**src/rtl/ula_defs.sv**
```systemverilog
// ula_defs: shared definitions for the multicycle MIPS control path and the ALU.
// Holds ALU operation codes, opcode/funct constants, FSM state encoding and
// the instruction classes produced by the decoder. No ports (package).
package ula_defs;

    typedef enum logic [3:0] {
        ALU_ADD  = 4'd0,
        ALU_SUB  = 4'd1,
        ALU_AND  = 4'd2,
        ALU_OR   = 4'd3,
        ALU_XOR  = 4'd4,
        ALU_NOR  = 4'd5,
        ALU_SLT  = 4'd6,
        ALU_SLTU = 4'd7,
        ALU_SLL  = 4'd8,
        ALU_SRL  = 4'd9,
        ALU_SRA  = 4'd10
    } alu_op_t;

    typedef enum logic [2:0] {
        FETCH,
        DECODE,
        EXEC,
        WB,
        MEM_ADDR,
        MEM_RD,
        MEM_WR,
        BRANCH
    } state_t;

    typedef enum logic [2:0] {
        CL_ALU_R,
        CL_ALU_I,
        CL_LOAD,
        CL_STORE,
        CL_BRANCH,
        CL_ILLEGAL
    } instr_class_t;

    // Opcodes (instr[31:26])
    localparam logic [5:0] OP_RTYPE = 6'h00;
    localparam logic [5:0] OP_BEQ   = 6'h04;
    localparam logic [5:0] OP_BNE   = 6'h05;
    localparam logic [5:0] OP_ADDI  = 6'h08;
    localparam logic [5:0] OP_ANDI  = 6'h0C;
    localparam logic [5:0] OP_ORI   = 6'h0D;
    localparam logic [5:0] OP_XORI  = 6'h0E;
    localparam logic [5:0] OP_LW    = 6'h23;
    localparam logic [5:0] OP_SW    = 6'h2B;

    // R-type funct codes (instr[5:0]); shifts are the variable forms (rs, rt)
    localparam logic [5:0] FN_SLLV  = 6'h04;
    localparam logic [5:0] FN_SRLV  = 6'h06;
    localparam logic [5:0] FN_SRAV  = 6'h07;
    localparam logic [5:0] FN_ADD   = 6'h20;
    localparam logic [5:0] FN_SUB   = 6'h22;
    localparam logic [5:0] FN_AND   = 6'h24;
    localparam logic [5:0] FN_OR    = 6'h25;
    localparam logic [5:0] FN_XOR   = 6'h26;
    localparam logic [5:0] FN_NOR   = 6'h27;
    localparam logic [5:0] FN_SLT   = 6'h2A;
    localparam logic [5:0] FN_SLTU  = 6'h2B;

endpackage

```
**src/rtl/ctrl_decode.sv**
```systemverilog
// ctrl_decode: purely combinational instruction decode.
// Ports:
//   i_opcode     in  6  instruction opcode field
//   i_funct      in  6  R-type funct field
//   o_class      out 3  instruction class (instr_class_t encoding)
//   o_alu_op     out 4  ALU operation for the execute/address step
//   o_alu_src_b  out 1  1 selects the immediate as ALU operand B
//   o_imm_zext   out 1  1 zero-extends the immediate
//   o_is_bne     out 1  branch sense: 1 for bne, 0 for beq
//   o_legal      out 1  encoding is supported
module ctrl_decode
    import ula_defs::*;
(
    input  logic [5:0] i_opcode,
    input  logic [5:0] i_funct,
    output logic [2:0] o_class,
    output logic [3:0] o_alu_op,
    output logic       o_alu_src_b,
    output logic       o_imm_zext,
    output logic       o_is_bne,
    output logic       o_legal
);

    always_comb begin
        o_class     = CL_ILLEGAL;
        o_alu_op    = ALU_ADD;
        o_alu_src_b = 1'b0;
        o_imm_zext  = 1'b0;
        o_is_bne    = (i_opcode == OP_BNE);
        case (i_opcode)
            OP_RTYPE: begin
                o_class = CL_ALU_R;
                case (i_funct)
                    FN_ADD:  o_alu_op = ALU_ADD;
                    FN_SUB:  o_alu_op = ALU_SUB;
                    FN_AND:  o_alu_op = ALU_AND;
                    FN_OR:   o_alu_op = ALU_OR;
                    FN_XOR:  o_alu_op = ALU_XOR;
                    FN_NOR:  o_alu_op = ALU_NOR;
                    FN_SLT:  o_alu_op = ALU_SLT;
                    FN_SLTU: o_alu_op = ALU_SLTU;
                    FN_SLLV: o_alu_op = ALU_SLL;
                    FN_SRLV: o_alu_op = ALU_SRL;
                    FN_SRAV: o_alu_op = ALU_SRA;
                    default: o_class  = CL_ILLEGAL;
                endcase
            end
            OP_ADDI: begin
                o_class     = CL_ALU_I;
                o_alu_src_b = 1'b1;
            end
            OP_ANDI: begin
                o_class     = CL_ALU_I;
                o_alu_op    = ALU_AND;
                o_alu_src_b = 1'b1;
                o_imm_zext  = 1'b1;
            end
            OP_ORI: begin
                o_class     = CL_ALU_I;
                o_alu_op    = ALU_OR;
                o_alu_src_b = 1'b1;
                o_imm_zext  = 1'b1;
            end
            OP_XORI: begin
                o_class     = CL_ALU_I;
                o_alu_op    = ALU_XOR;
                o_alu_src_b = 1'b1;
                o_imm_zext  = 1'b1;
            end
            OP_LW: begin
                o_class     = CL_LOAD;
                o_alu_src_b = 1'b1;
            end
            OP_SW: begin
                o_class     = CL_STORE;
                o_alu_src_b = 1'b1;
            end
            OP_BEQ, OP_BNE: begin
                o_class  = CL_BRANCH;
                o_alu_op = ALU_SUB;
            end
            default: o_class = CL_ILLEGAL;
        endcase
    end

    assign o_legal = (o_class != CL_ILLEGAL);

endmodule

```
**src/rtl/ctrl_multiciclo.sv**
```systemverilog
// ctrl_multiciclo: multicycle MIPS control unit (one instruction in flight).
// Ports:
//   clk, rst          clock and asynchronous active-high reset
//   instr/instr_valid/instr_ready  instruction handshake (accepted in FETCH)
//   zero_flag         ALU zero result, used in BRANCH
//   mem_ready         data memory access complete (only seen in MEM_RD/MEM_WR)
//   alu_op, alu_src_b, imm_zext    ALU control
//   reg_write, reg_dst, mem_to_reg register-file writeback control
//   mem_read, mem_write            data memory strobes
//   pc_write, pc_src               PC update control
//   illegal_instr     one-cycle pulse for unsupported encodings
//   busy              high in every state except FETCH
module ctrl_multiciclo
    import ula_defs::*;
(
    input  logic        clk,
    input  logic        rst,
    input  logic [31:0] instr,
    input  logic        instr_valid,
    output logic        instr_ready,
    input  logic        zero_flag,
    input  logic        mem_ready,
    output logic [3:0]  alu_op,
    output logic        alu_src_b,
    output logic        imm_zext,
    output logic        reg_write,
    output logic        reg_dst,
    output logic        mem_to_reg,
    output logic        mem_read,
    output logic        mem_write,
    output logic        pc_write,
    output logic        pc_src,
    output logic        illegal_instr,
    output logic        busy
);

    state_t      r_state;
    state_t      w_next_state;
    logic [31:0] r_instr;
    logic        w_accept;
    logic [2:0]  w_class;
    logic [3:0]  w_alu_op;
    logic        w_alu_src_b;
    logic        w_imm_zext;
    logic        w_is_bne;
    logic        w_legal;
    logic        w_unused_fields;

    // Register/immediate fields are consumed by the datapath, not here.
    assign w_unused_fields = &{1'b0, r_instr[25:6], w_legal};

    assign w_accept = instr_valid & instr_ready;

    ctrl_decode u_decode (
        .i_opcode    (r_instr[31:26]),
        .i_funct     (r_instr[5:0]),
        .o_class     (w_class),
        .o_alu_op    (w_alu_op),
        .o_alu_src_b (w_alu_src_b),
        .o_imm_zext  (w_imm_zext),
        .o_is_bne    (w_is_bne),
        .o_legal     (w_legal)
    );

    always_ff @(posedge clk or posedge rst) begin
        if (rst) begin
            r_state <= FETCH;
            r_instr <= '0;
        end else begin
            r_state <= w_next_state;
            if (w_accept) begin
                r_instr <= instr;
            end
        end
    end

    always_comb begin
        w_next_state = r_state;
        case (r_state)
            FETCH:    if (w_accept) w_next_state = DECODE;
            DECODE: begin
                case (w_class)
                    CL_ALU_R, CL_ALU_I: w_next_state = EXEC;
                    CL_LOAD, CL_STORE:  w_next_state = MEM_ADDR;
                    CL_BRANCH:          w_next_state = BRANCH;
                    default:            w_next_state = FETCH;
                endcase
            end
            EXEC:     w_next_state = WB;
            WB:       w_next_state = FETCH;
            MEM_ADDR: w_next_state = (w_class == CL_LOAD) ? MEM_RD : MEM_WR;
            MEM_RD:   if (mem_ready) w_next_state = WB;
            MEM_WR:   if (mem_ready) w_next_state = FETCH;
            BRANCH:   w_next_state = FETCH;
            default:  w_next_state = FETCH;
        endcase
    end

    // Reset forces FETCH asynchronously, so only instr_ready needs rst gating
    // to keep every output low while rst is held.
    always_comb begin
        instr_ready   = 1'b0;
        alu_op        = ALU_ADD;
        alu_src_b     = 1'b0;
        imm_zext      = 1'b0;
        reg_write     = 1'b0;
        reg_dst       = 1'b0;
        mem_to_reg    = 1'b0;
        mem_read      = 1'b0;
        mem_write     = 1'b0;
        pc_write      = 1'b0;
        pc_src        = 1'b0;
        illegal_instr = 1'b0;
        case (r_state)
            FETCH:  instr_ready = ~rst;
            DECODE: begin
                if (w_class == CL_ILLEGAL) begin
                    illegal_instr = 1'b1;
                    pc_write      = 1'b1;
                end
            end
            EXEC, MEM_ADDR: begin
                alu_op    = w_alu_op;
                alu_src_b = w_alu_src_b;
                imm_zext  = w_imm_zext;
            end
            WB: begin
                reg_write  = 1'b1;
                pc_write   = 1'b1;
                reg_dst    = (w_class == CL_ALU_R);
                mem_to_reg = (w_class == CL_LOAD);
            end
            MEM_RD: mem_read = 1'b1;
            MEM_WR: begin
                mem_write = 1'b1;
                pc_write  = mem_ready;
            end
            BRANCH: begin
                alu_op   = ALU_SUB;
                pc_write = 1'b1;
                pc_src   = w_is_bne ? ~zero_flag : zero_flag;
            end
            default: ;
        endcase
    end

    assign busy = (r_state != FETCH);

endmodule

```
**config.mk**
```make
export PLATFORM = sky130hd
export DESIGN_NAME = ctrl_multiciclo
export DESIGN_NICKNAME = d
export VERILOG_FILES = /design/src/rtl/ula_defs.sv /design/src/rtl/ctrl_decode.sv /design/src/rtl/ctrl_multiciclo.sv
export SDC_FILE = /design/constraint.sdc
export NUM_CORES = 1
export LEC_CHECK = 0
export CAP_MARGIN = 20
export CORE_AREA = 2 2 68 70
export CTS_CLUSTER_SIZE = 12
export DETAILED_ROUTE_END_ITERATION = 6
export DIE_AREA = 0 0 70 72
export HOLD_SLACK_MARGIN = 0.15
export PLACE_DENSITY_LB_ADDON = 0.25
export SLEW_MARGIN = 25
export SYNTH_ARGS = -nofsm -noshare
export SYNTH_HDL_FRONTEND = slang
export SYNTH_SLANG_ARGS = --single-unit
export TNS_END_PERCENT = 1
```
**constraint.sdc**
```tcl
create_clock -name clk -period 5 [get_ports clk]
set_input_delay 1 -clock clk [delete_from_list [all_inputs] [get_ports clk]]
set_output_delay 1 -clock clk [all_outputs]
set_load 0.01 [all_outputs]
```
==> summary.txt <==
Status
  • Status: complete, no violations

Finish
  • Fraction of layout cells with a size suffix above 1: 11.4%
  • Final #Nets: 204
  • Antenna fix cells: 0
  • Design Area, Final: 1600 sq um
  • Area Overhead vs Synth: 29.2%
  • Multi-input logic area: 771 sq um
  • Filler Cell Count: 432
  • Final core occ: 37.4%
  • Register area: 375 sq um

Run
  • Max Cap Viol: 0

Synth
  • Largest area contributor in the netlist: dfrtp_1
  • Ys async rst share: 100%
  • Number of library cell types mapped by synthesis: 45
  • Ys Warns: 0
  • #FFs+latches synth: 15
  • Count leader, synth: dfrtp_1
  • Most frequent cells after synthesis: dfrtp_1 (15), nand2_1 (14), nor2_1 (11)
  • Syn nets: 179
  • Synthesized cell area: 1230 sq um
  • Syn Area/Cell: 8.70 sq um
  • Seq/Total Area, Yosys: 30.4%
  • Cells after Synth: 142
  • Synth area leaders: dfrtp_1 (30%), mux2_4 (12%), nand2_1 (4.3%)
  • Post-synth top area share: 30.4%
  • EDFF count, synth: 0
  • Prevailing post-synth register cell: dfrtp_1

Floorplanning
  • Row cnt: 24
  • Top Ports: 53
  • Initial core utilization: 29.0%
  • Die width: 70 um
  • Die Span Y: 72 um
  • Area of the die: 5040 sq um
  • Core area: 4260 sq um

Worst setup path
  • Worst path slowest cell: clkdlybuf4s50_1
  • CP Launch Type: flip-flop
  • Critical path data arrival time: 2.50 ns
  • Worst R2R Path Depth: 3
  • Reg-to-Reg Start: r_state[2]
  • Largest delay share family, worst path: simple AND/OR/NAND/NOR gates
  • Total number of cells along the worst setup path: 6
  • Critical Path Fanout Max: 10
  • Worst path buffer plus inverter count: 1
  • Critical path type: flip-flop to output pin
  • R2R Setup Slk: 3.19 ns
  • CP cell instances: nor2b_1, nand2_1, a21oi_1, o211ai_1, nor4b_1, clkdlybuf4s50_1
  • Worst Path Required: 4.00 ns
  • CP max stage delay: 0.61 ns
  • Worst Setup End Kind: output pin
  • Reg2reg end: r_instr[30]

Timing
  • FMAX: 0.285 GHz
  • Final setup fails: 0
  • Worst setup margin: 1.50 ns
  • Fin Setup TNS: 0 ns
  • Final period util: 70.1%
  • Slew @ Worst Pin: 0.607 ns
  • RSZ-0062 raised after global routing: false
  • Crit path time final: 3.50 ns
  • Slew headroom: 59.5%
  • Hold Fails Final Rpt: 0
  • Slew Viols, Final: 0
  • Clk_skew: 0.000766 ns

GRT
  • Gr usage total: 12.4%
  • Initial antenna violation count: 0
  • Largest net degree at the start of global routing: 17
  • First-pass GRT wire length: 5.10 mm
  • Vias in the first global route: 1,090
  • Total gr overflow: 0

Pwr
  • VDD IR max: 0.000221 V
  • Leakage power: 0.636 nW
  • Pwr Density: 514 nW/um^2

CTS
  • Clock Path Buffers: 2
  • CTS Hold Bufs: 0
  • Post-CTS Resized: 0
  • Clock Sinks: 15
  • CTS Buf Count: 3
  • Clk_lat worst skew: 0.24 ns
  • CTS tree: built
  • H-tree Lvls: 1
  • Setup bufs post-CTS: 0
  • Worst-path clk slew: 0.06 ns
  • Root Buffer: clkbuf_8

Place
  • Pre-CTS setup slack: 1.66 ns
  • RePlAce Congestion: 0.805
  • HPWL Detailed: 2.31 mm
  • IO Port Bufs: 32
  • Placed Area: 1550 sq um

Detailed routing
  • DR vias: 1,131
  • Antenna viol nets, final: 0
  • DR WL/cell: 13.7 um
  • WL final: 2.99 mm
  • Vias per cell: 5.19
  • Iteration-0 DRC Markers: 57
  • DRT Pass-1 Iters: 4
  • DRC Markers: 0

Min path
  • Worst hold path type: flip-flop to flip-flop
  • Hold path depth: 1
  • Beginning of the worst hold path: r_instr[4]
  • Hold EP: r_instr[4]
==> area by class of cell <==
type,count,area share (%)
multi-input cells,110,48.3
flip-flops and latches,15,23.5
repair buffers,32,20.1
well taps,52,4.08
clock buffers,4,2.82
inverters,5,1.18
==> stage by stage <==
stage | instances | hold slack, ns | power [mW]
after floorplan | 142 | 0.498 | 0.623
after global placement | 214 | 0.540 | 0.710
after detailed placement | 214 | 0.537 | 0.724
after CTS | 218 | 0.553 | 0.823
after global routing | 218 | 0.583 | 0.894
final | 218 | 0.549 | 0.820
==> how the worst max path moves through the flow <==
stage                      from        end  slack [ns]
floorplan           r_instr[28]  alu_op[2]        2.45
global placement      mem_ready   pc_write        1.67
detailed placement    mem_ready   pc_write        1.66
CTS                 r_instr[28]  alu_op[2]        1.51
global route        r_instr[29]    reg_dst        1.28
finish              r_instr[29]    reg_dst        1.50
==> kinds of logic (layout without fill, tap and decap cells) <==
kind of cell | count (synthesis) | count (layout) | share of synthesized area [%]
xor gates and xnor gates | 3 | 3 | 2.13
adders and majority gates | 1 | 1 | 0.811
muxes | 12 | 12 | 14.0
DFF | 15 | 15 | 30.4
buffers and inverters | 17 | 41 | 7.19
and+or+nand+nor | 61 | 61 | 28.0
AOI/OAI and AO/OA | 33 | 33 | 17.5
==> where the power goes <==
part | total [mW] | internal, mW | switching, mW
combinational | 0.404 | 0.236 | 0.168
sequential | 0.320 | 0.177 | 0.143
clock | 0.0967 | 0.0563 | 0.0403
==> flip-flops by register name (all words and copies together) (netlist names) <==
name	count
r_state	3
r_instr	12
==> metal layers <==
layer	vias to the layer above	routed length [um]	global-route usage [%]
li1	557	-	-
met1	538	1310	15.8
met2	34	1500	21.1
met3	2	166	3.47
met4	0	8	2.56
met5	-	0	0
==> cells in the final DEF (no fill, tap or decap), types with 2 or more instances in the layout <==
cell type	instances
nand3b_1	3
o21ai_1	4
clkdlybuf4s50_1	32
nor3_1	6
a21o_1	4
mux2_4	10
nand3_1	2
mux2_1	2
nor2_1	11
nand2_1	14
nand4_1	3
or3_4	3
clkbuf_8	3
a21oi_1	7
dfrtp_1	15
nor3b_1	4
and2_1	2
xor2_1	2
inv_1	4
o21ai_0	6
nor4b_1	2
nand2b_1	4
Power figures use the tool's default switching activity.
